<file path="src/rtl/csa_acumulador_seq.sv">
// Multi-operand accumulator: keeps the running total as a carry-save pair so
// that each beat costs only one 3:2 compressor level, then resolves it with a
// single carry-propagate add when the group closes.
module csa_acumulador_seq #(
    parameter int N = 8,
    parameter int G = 4,
    localparam int W = N + G
) (
    input  logic           clk,
    input  logic           rst_n,
    input  logic           in_valid,
    output logic           in_ready,
    input  logic [N-1:0]   in_data,
    input  logic           in_last,
    output logic           out_valid,
    input  logic           out_ready,
    output logic [W-1:0]   out_soma,
    output logic           out_overflow,
    output logic [G:0]     out_count
);

    typedef enum logic [1:0] {ACC, RESOLVE, OUT} state_t;

    state_t         state;
    logic [W-1:0]   s, c;
    logic [G:0]     count;
    logic           ovf_sticky;

    logic [W-1:0]   x;
    logic [W-1:0]   s_next;
    logic [W-1:0]   maj;
    logic [W-1:0]   c_next;
    logic [W:0]     total;
    logic           beat;

    assign x      = W'(in_data);
    assign s_next = s ^ c ^ x;
    assign maj    = (s & c) | (s & x) | (c & x);
    assign c_next = {maj[W-2:0], 1'b0};
    assign total  = {1'b0, s} + {1'b0, c};

    // Handshake flags come straight from the state register.
    assign in_ready  = (state == ACC);
    assign out_valid = (state == OUT);
    assign beat      = in_valid & in_ready;

    always_ff @(posedge clk or negedge rst_n) begin
        if (!rst_n) begin
            state        <= ACC;
            s            <= '0;
            c            <= '0;
            count        <= '0;
            ovf_sticky   <= 1'b0;
            out_soma     <= '0;
            out_overflow <= 1'b0;
            out_count    <= '0;
        end else begin
            case (state)
                ACC: begin
                    if (beat) begin
                        s <= s_next;
                        c <= c_next;
                        // A majority bit at the top has weight 2^W and is lost.
                        if (maj[W-1])
                            ovf_sticky <= 1'b1;
                        if (count != '1)
                            count <= count + 1'b1;
                        if (in_last)
                            state <= RESOLVE;
                    end
                end
                RESOLVE: begin
                    out_soma     <= total[W-1:0];
                    out_overflow <= total[W] | ovf_sticky;
                    out_count    <= count;
                    state        <= OUT;
                end
                OUT: begin
                    if (out_ready) begin
                        s          <= '0;
                        c          <= '0;
                        count      <= '0;
                        ovf_sticky <= 1'b0;
                        state      <= ACC;
                    end
                end
                default: state <= ACC;
            endcase
        end
    end

endmodule

</file>
<file path="config.mk">
export PLATFORM = sky130hd
export DESIGN_NAME = csa_acumulador_seq
export DESIGN_NICKNAME = d
export VERILOG_FILES = /design/src/rtl/csa_acumulador_seq.sv
export SDC_FILE = /design/constraint.sdc
export NUM_CORES = 1
export LEC_CHECK = 0
export CELL_PAD_IN_SITES_DETAIL_PLACEMENT = 0
export CELL_PAD_IN_SITES_GLOBAL_PLACEMENT = 2
export CORE_ASPECT_RATIO = 1.25
export CORE_MARGIN = 2
export CORE_UTILIZATION = 36
export DETAILED_ROUTE_END_ITERATION = 10
export GPL_ROUTABILITY_DRIVEN = 0
export PLACE_DENSITY_LB_ADDON = 0.3
export RECOVER_POWER = 25
export SETUP_SLACK_MARGIN = 0.4
export SYNTH_ARGS = -nofsm -noshare
export SYNTH_HDL_FRONTEND = slang
export SYNTH_SLANG_ARGS = --single-unit
</file>
<file path="constraint.sdc">
create_clock -name clk -period 2.3 [get_ports clk]
set_clock_uncertainty 0.15 [all_clocks]
set_input_delay 0.69 -clock clk [delete_from_list [all_inputs] [get_ports clk]]
set_output_delay 0.69 -clock clk [all_outputs]
set_load 0.1 [all_outputs]
</file>
==> run summary, run 1 <==
CRITICAL PATH
----------------------------------------------------------------------------------------------------
Flop-to-flop setup slack ..............................................................      0.17 ns
Required time at the worst-slack endpoint .............................................      2.33 ns
Startpoint type of the worst setup path ...............................................    flip-flop
Worst path cell trace ................................................................. ha_4, fa_2, a21oi_4, buf_6, o211ai_1, a31oi_1, xor2_1, o21ai_1
R2R Path End .......................................................................... out_soma[9]$_DFFE_PN0N_
Critical path launch point ............................................................ s[1]$_DFFE_PN0P_
Crit Reg-Reg Startpoint ............................................................... s[1]$_DFFE_PN0P_
Depth of the worst register-to-register path ..........................................            8
Arrival time of data at the critical path endpoint ....................................      2.16 ns
Crit end category .....................................................................    flip-flop
Endpoint of the most critical setup path .............................................. out_soma[9]$_DFFE_PN0N_
Worst Path Class, Setup ...............................................................   reg -> reg
Worst path slowest cell ...............................................................      dfrtp_1
Largest stage delay, worst path .......................................................      0.44 ns
Peak fanout along the critical path ...................................................            4

LOGIC SYNTHESIS
----------------------------------------------------------------------------------------------------
Dominant synthesized flop cell ........................................................      dfrtp_1
Seq/Total Area, Yosys .................................................................        49.3%
Cell type with the highest aggregate area in the netlist ..............................      dfrtp_1
Asr flop ratio synth ..................................................................         100%
Cells after Synth .....................................................................          218
Count of state elements after synthesis ...............................................           49
Number of enable-type register cells in the synthesized netlist .......................            0
Post-synth net total ..................................................................          253
Share of the synthesized area in the top cell type ....................................        49.3%
Cell types occupying the most area after synthesis .................................... dfrtp_1, a22o_1, ha_1
Yosys Warn Count ......................................................................            0
Netlist area before placement .........................................................     2480 um2
Number of distinct library cells after synthesis ......................................           39
Average cell area after synthesis .....................................................     11.4 um2

GLOBAL ROUTE
----------------------------------------------------------------------------------------------------
Number of global-route vias before repair .............................................        2,052
Global-route congestion overflow total ................................................            0
Largest net degree at the start of global routing .....................................           50
Antenna violations before repair ......................................................            0
Total track usage .....................................................................        16.7%
Wire length of the first global-routing pass ..........................................      10.0 mm

FLOW RUN
----------------------------------------------------------------------------------------------------
Max-cap violations ....................................................................            0

PLACE
----------------------------------------------------------------------------------------------------
Worst slack after detailed placement ..................................................   -0.0306 ns
Dpl hpwl ..............................................................................      3.86 mm
Placed Area ...........................................................................     3190 um2
Port Buffer Count .....................................................................           32

TIMING
----------------------------------------------------------------------------------------------------
Post-route setup TNS ..................................................................         0 ns
Final setup violation count ...........................................................            0
Final max-slew violation count ........................................................            0
PnR worst setup slack .................................................................     0.174 ns
RSZ-0062 raised after global routing ..................................................          yes
Worst relative slew slack .............................................................        17.9%
Portion of the clock cycle consumed by the worst path in the final layout .............        92.4%
Post-route minimum period .............................................................      2.13 ns
Total count of hold-check failures in the final report ................................            0
Worst hold margin .....................................................................     0.361 ns
Maximum operating frequency ...........................................................    0.470 GHz
Transition time of the tightest slew-check pin ........................................      1.23 ns

DRT
----------------------------------------------------------------------------------------------------
DR iter-0 viols .......................................................................           99
Remaining antenna violation count after routing .......................................            0
Routed wire per std cell ..............................................................      16.0 um
Number of vias per cell ...............................................................         5.14
Wire length reported by the detailed router ...........................................      5.93 mm
Vias post-DR ..........................................................................        1,907
First-pass iteration count of the detailed router .....................................            4
DRC ...................................................................................            0

DIE
----------------------------------------------------------------------------------------------------
Chip Width ............................................................................      78.3 um
I/O Pins ..............................................................................           33
Area of the core ......................................................................     6610 um2
Number of core rows ...................................................................           33
Initial core utilization ..............................................................        37.6%
Vertical die dimension ................................................................      96.9 um
Die Footprint .........................................................................     7590 um2

CLOCK TREE
----------------------------------------------------------------------------------------------------
Number of buffers inserted during clock tree synthesis ................................            5
Clock-pin slew reported for the worst setup and hold paths after clock tree synthesis .      0.09 ns
Clock latency reported for the late side of the worst-skew pair .......................      0.30 ns
Clk Tree Root Cell ....................................................................     clkbuf_8
CTS max path bufs .....................................................................            2
Number of hold buffers added after cts ................................................            0
Htree depth ...........................................................................            2
CTS tree ..............................................................................         done
Clock sink count ......................................................................           49

PWR
----------------------------------------------------------------------------------------------------
Leakage component of the power ........................................................      1.62 nW
Maximum vdd drop ......................................................................      1150 uV
PwrDens ...............................................................................  1470 nW/um2
Post-layout total power ...............................................................      5.29 mW

FINISH
----------------------------------------------------------------------------------------------------
Post-route cell area ..................................................................     3600 um2
Final Net Count .......................................................................          319
Antenna Diode Count ...................................................................            0
Layout overhead on the synthesized area ...............................................        44.7%
Commonest non-fill, non-tap cells in the layout ....................................... dfrtp_1, buf_4, a22o_1, nand2_1, buf_12
Layout cells sized above 1 ............................................................        35.6%
Most common cell after layout, fill and taps aside ....................................      dfrtp_1

OUTCOME
----------------------------------------------------------------------------------------------------
Run status ............................................................................    completed

HOLD PATH
----------------------------------------------------------------------------------------------------
Worst hold path depth .................................................................            1
Path category of the worst min-delay check ............................................   reg -> reg

-- cells in the mapped netlist (all sizes together), types with 3 or more instances --
cell    instances
inv             5
nor2           14
o21ai          18
a22o           23
fa              8
a21oi          10
nand2          21
xor2            8
dfrtp          49
o211ai          3
nand3           4
mux2            6
ha             14
buf             5
clkbuf          4
-- area by class of cell --
type,instances,area (um2)
Clock inverter,1,7.51
Clock buffer,6,82.6
Fill cell,584,3010
Timing Repair Buffer,67,783
Sequential cell,49,1230
Inverter,5,22.5
Tap cell,87,109
Multi-Input combinational cell,156,1360
-- what timing repair did --
action	4_1_cts	5_1_grt
cloned	1	0
pin swaps	19	14
endpoints found under the setup margin	39	25
setup buffers	20	7
resized for setup	21	7
-- layer usage --
layer | GRT usage [%] | vias up | share of wire (%)
li1 | - | 917 | -
met1 | 20.5 | 946 | 41
met5 | 0 | - | 0
met4 | 4.18 | 0 | 1.4
met2 | 29.4 | 36 | 54
met3 | 3.54 | 8 | 4.0
-- where the power goes --
part / leakage [nW] / switching, mW / internal (mW)
logic: 0.941 / 1.86 / 1.40
clock network: 0.0433 / 0.290 / 0.238
registers: 0.631 / 0.327 / 1.17
total: 1.62 / 2.48 / 2.81
-- how the worst min path moves through the flow --
stage	start	endpoint	slack (ns)
after floorplan	rst_n	c[10]$_DFFE_PN0P_	0.24
after global placement	s[10]$_DFFE_PN0P_	s[10]$_DFFE_PN0P_	0.34
after detailed placement	s[10]$_DFFE_PN0P_	s[10]$_DFFE_PN0P_	0.34
after CTS	rst_n	c[8]$_DFFE_PN0P_	0.21
after global routing	s[10]$_DFFE_PN0P_	s[10]$_DFFE_PN0P_	0.38
final	s[11]$_DFFE_PN0P_	s[11]$_DFFE_PN0P_	0.36
-- sequential cells by signal, summed over array words and instances, names as in the netlist --
| register | flops |
|---|---|
| ovf_sticky | 1 |
| out_overflow | 1 |
| c | 11 |
| s | 12 |
| count | 5 |
| out_soma | 12 |
| out_count | 5 |
| state | 2 |
-- per-stage QoR --
| stage | cells | utilization (%) |
|---|---|---|
| after floorplan | 218 | - |
| after global placement | 336 | 48.3 |
| after detailed placement | 336 | 48.3 |
| after CTS | 364 | 53.4 |
| after global routing | 371 | 54.4 |
| final | 371 | 54.4 |
-- worst max-delay path, delay by kind of cell, from the launching register on --
| kind | cells | cell delay [ns] |
|---|---|---|
| buffers and inverters | 1 | 0.11 |
| AO/OA/AOI/OAI | 4 | 0.58 |
| flip-flops | 1 | 0.44 |
| XOR/XNOR | 1 | 0.16 |
| adder cells (fa/ha/maj) | 2 | 0.57 |
-- cells by family (layout without fill, tap and decap cells) --
logic type / Yosys count / count (layout) / synth area share (%)
AOI/OAI and AO/OA: 65 / 65 / 18.4
xor gates and xnor gates: 9 / 9 / 3.17
adders and majority gates: 22 / 22 / 13.5
buffers and inverters: 14 / 79 / 2.52
DFF: 49 / 49 / 49.3
muxes: 7 / 7 / 3.12
and+or+nand+nor: 52 / 53 / 9.92
(Power assumes the default switching activity.)
==> inputs of run 2 (changes only) <==
--- a/config.mk
+++ b/config.mk
@@ -8,7 +8,7 @@
 export CELL_PAD_IN_SITES_DETAIL_PLACEMENT = 0
 export CELL_PAD_IN_SITES_GLOBAL_PLACEMENT = 2
 export CORE_ASPECT_RATIO = 1.25
-export CORE_MARGIN = 2
+export CORE_MARGIN = 1
 export CORE_UTILIZATION = 36
 export DETAILED_ROUTE_END_ITERATION = 10
 export GPL_ROUTABILITY_DRIVEN = 0
==> run 2 against run 1 <==
Clock power fell by 4.0%; cell count decreased by 1.3%; die area down 4.6%; sequential power about the same; design area decreased by 1.6%; hold slack gained 0.0015 ns; first-iteration DRC count shrank 34%; utilization decreased by 0.85 points; critical path depth shrank 1; critical path type unchanged; critical endpoint is now out_soma[11]$_DFFE_PN0N_; largest power group unchanged; highest routed layer unchanged.
==> run summary, run 2 (synthesized netlist as in run 1, its figures left out) <==
OUTCOME
----------------------------------------------------------------------------------------------------
Run status ............................................................................    completed   unchanged

CLOCK TREE
----------------------------------------------------------------------------------------------------
Clock sink count ......................................................................           49   unchanged
Number of buffers inserted during clock tree synthesis ................................            5   unchanged
CTS tree ..............................................................................         done   unchanged
Clock latency reported for the late side of the worst-skew pair .......................      0.30 ns   about the same
Htree depth ...........................................................................            2   unchanged
CTS max path bufs .....................................................................            2   unchanged
Clock-pin slew reported for the worst setup and hold paths after clock tree synthesis .      0.09 ns   about the same
Number of hold buffers added after cts ................................................            0   unchanged
Clk Tree Root Cell ....................................................................     clkbuf_8   unchanged

CRITICAL PATH
----------------------------------------------------------------------------------------------------
R2R Path End .......................................................................... out_soma[11]$_DFFE_PN0N_   was out_soma[9]$_DFFE_PN0N_
Startpoint type of the worst setup path ...............................................    flip-flop   unchanged
Required time at the worst-slack endpoint .............................................      2.32 ns   was 2.33 ns
Flop-to-flop setup slack ..............................................................      0.26 ns   was 0.17 ns
Arrival time of data at the critical path endpoint ....................................      2.06 ns   was 2.16 ns
Critical path launch point ............................................................ s[1]$_DFFE_PN0P_   unchanged
Peak fanout along the critical path ...................................................            4   unchanged
Crit Reg-Reg Startpoint ............................................................... s[1]$_DFFE_PN0P_   unchanged
Worst Path Class, Setup ...............................................................   reg -> reg   unchanged
Endpoint of the most critical setup path .............................................. out_soma[11]$_DFFE_PN0N_   was out_soma[9]$_DFFE_PN0N_
Depth of the worst register-to-register path ..........................................            7   was 8
Crit end category .....................................................................    flip-flop   unchanged

TIMING
----------------------------------------------------------------------------------------------------
Final max-slew violation count ........................................................            0   unchanged
RSZ-0062 raised after global routing ..................................................          yes   unchanged
Portion of the clock cycle consumed by the worst path in the final layout .............        88.6%   was 92.4%
Transition time of the tightest slew-check pin ........................................      1.08 ns   was 1.23 ns
Final setup violation count ...........................................................            0   unchanged
Post-route minimum period .............................................................      2.04 ns   was 2.13 ns
Worst relative slew slack .............................................................        28.3%   was 17.9%
Maximum operating frequency ...........................................................    0.491 GHz   was 0.470 GHz
Post-route setup TNS ..................................................................         0 ns   unchanged
Total count of hold-check failures in the final report ................................            0   unchanged

FINISH
----------------------------------------------------------------------------------------------------
Number of standard cells in the layout, taps in and fillers out .......................          366   was 371
Fillcell total ........................................................................          595   was 584
Layout cells sized above 1 ............................................................        34.4%   was 35.6%
Most common cell after layout, fill and taps aside ....................................      dfrtp_1   unchanged
Commonest non-fill, non-tap cells in the layout ....................................... dfrtp_1, buf_4, a22o_1, nand2_1, buf_12   unchanged
Top Registers ......................................................................... out_soma (12), s (12), c (11)   unchanged
Post-route cell area ..................................................................     3540 um2   was 3600 um2
Final Net Count .......................................................................          313   was 319
Layout overhead on the synthesized area ...............................................        42.4%   was 44.7%
Antenna Diode Count ...................................................................            0   unchanged

DRT
----------------------------------------------------------------------------------------------------
DR iter-0 viols .......................................................................           65   was 99
Number of vias per cell ...............................................................         5.08   was 5.14
First-pass iteration count of the detailed router .....................................            7   was 4
DRC ...................................................................................            0   unchanged
Vias post-DR ..........................................................................        1,861   was 1,907
Routed wire per std cell ..............................................................      15.5 um   was 16.0 um
Remaining antenna violation count after routing .......................................            0   unchanged
Wire length reported by the detailed router ...........................................      5.66 mm   was 5.93 mm

PLACE
----------------------------------------------------------------------------------------------------
DP Cell Count .........................................................................          337   was 336
Dpl hpwl ..............................................................................      3.97 mm   was 3.86 mm
Port Buffer Count .....................................................................           32   unchanged
Placed Area ...........................................................................     3200 um2   was 3190 um2

PWR
----------------------------------------------------------------------------------------------------
PwrDens ...............................................................................  1470 nW/um2   about the same
Leakage component of the power ........................................................      1.58 nW   was 1.62 nW
Maximum vdd drop ......................................................................       701 uV   was 1150 uV
Post-layout total power ...............................................................      5.19 mW   was 5.29 mW

DIE
----------------------------------------------------------------------------------------------------
Initial core utilization ..............................................................        37.6%   unchanged
Chip Width ............................................................................      76.3 um   was 78.3 um
Number of core rows ...................................................................           33   unchanged
Die Footprint .........................................................................     7240 um2   was 7590 um2
Area of the core ......................................................................     6610 um2   unchanged
I/O Pins ..............................................................................           33   unchanged
Vertical die dimension ................................................................      94.9 um   was 96.9 um

GLOBAL ROUTE
----------------------------------------------------------------------------------------------------
Antenna violations before repair ......................................................            0   unchanged
Largest net degree at the start of global routing .....................................           25   was 50
Wire length of the first global-routing pass ..........................................      9.54 mm   was 10.0 mm
Global-route congestion overflow total ................................................            0   unchanged
Total track usage .....................................................................        16.9%   was 16.7%
Number of global-route vias before repair .............................................        1,980   was 2,052

FLOW RUN
----------------------------------------------------------------------------------------------------
Max-cap violations ....................................................................            0   unchanged

HOLD PATH
----------------------------------------------------------------------------------------------------
Worst hold path depth .................................................................            1   unchanged
Path category of the worst min-delay check ............................................   reg -> reg   unchanged

## run 2: changes by cell type in the layout (fill, tap and decap cells not counted), sizes merged
cell    change
buf         -7
clkinv      +2
## run 2: timing repair
item | CTS | global route
gates resized for setup | 21 | 6
endpoints found under the hold margin | 0 | 0
gates cloned | 1 | 0
pin swaps | 22 | 13
endpoints found under the setup margin | 39 | 15
buffers inserted | 16 | 4
## run 2: area by class of cell
type / instances / area [um2] / share of cell area, %
well taps: 87 / 109 / 3.08
inverters: 5 / 22.5 / 0.636
flip-flops and latches: 49 / 1230 / 34.9
repair buffers: 61 / 737 / 20.8
multi-input cells: 156 / 1350 / 38.2
clock inverters: 3 / 17.5 / 0.495
clock buffers: 5 / 68.8 / 1.94
## run 2: layer usage
| layer | vias to the layer above | global-route usage, % | share of wire [%] |
|---|---|---|---|
| met5 | - | 0 | 0 |
| met4 | 0 | 5.77 | 1.3 |
| met3 | 4 | 3.00 | 2.6 |
| met2 | 28 | 31.4 | 53 |
| met1 | 926 | 19.7 | 43 |
| li1 | 903 | - | - |
## run 2: critical path, cell delays in order, from the launching register on
cell	delay (ns)
dfrtp_1	0.40
ha_2	0.20
fa_2	0.38
a21oi_4	0.17
o211ai_1	0.11
a31oi_1	0.24
xor2_1	0.19
o21ai_1	0.08
## run 2: power by group
group	internal (mW)	switching (mW)	leakage, nW
logic	1.35	1.84	0.907
clock network	0.211	0.296	0.0439
registers	1.17	0.323	0.631
total	2.73	2.46	1.58
## run 2: per-stage QoR
step | setup slack, ns | hold slack (ns) | util, %
after CTS | 0.182 | 0.200 | 53.1
after detailed placement | -0.0347 | 0.345 | 48.4
final | 0.263 | 0.363 | 53.6
after floorplan | 0.265 | 0.244 | -
after global routing | 0.134 | 0.393 | 53.6
after global placement | -0.0141 | 0.338 | 48.4
## run 2: worst min-delay path by stage
| stage | from | end | slack (ns) |
|---|---|---|---|
| finish | s[8]$_DFFE_PN0P_ | s[8]$_DFFE_PN0P_ | 0.36 |
| global route | s[10]$_DFFE_PN0P_ | s[10]$_DFFE_PN0P_ | 0.39 |
| CTS | rst_n | c[11]$_DFFE_PN0P_ | 0.20 |
| detailed placement | s[10]$_DFFE_PN0P_ | s[10]$_DFFE_PN0P_ | 0.35 |
| global placement | s[11]$_DFFE_PN0P_ | s[11]$_DFFE_PN0P_ | 0.34 |
| floorplan | rst_n | c[10]$_DFFE_PN0P_ | 0.24 |
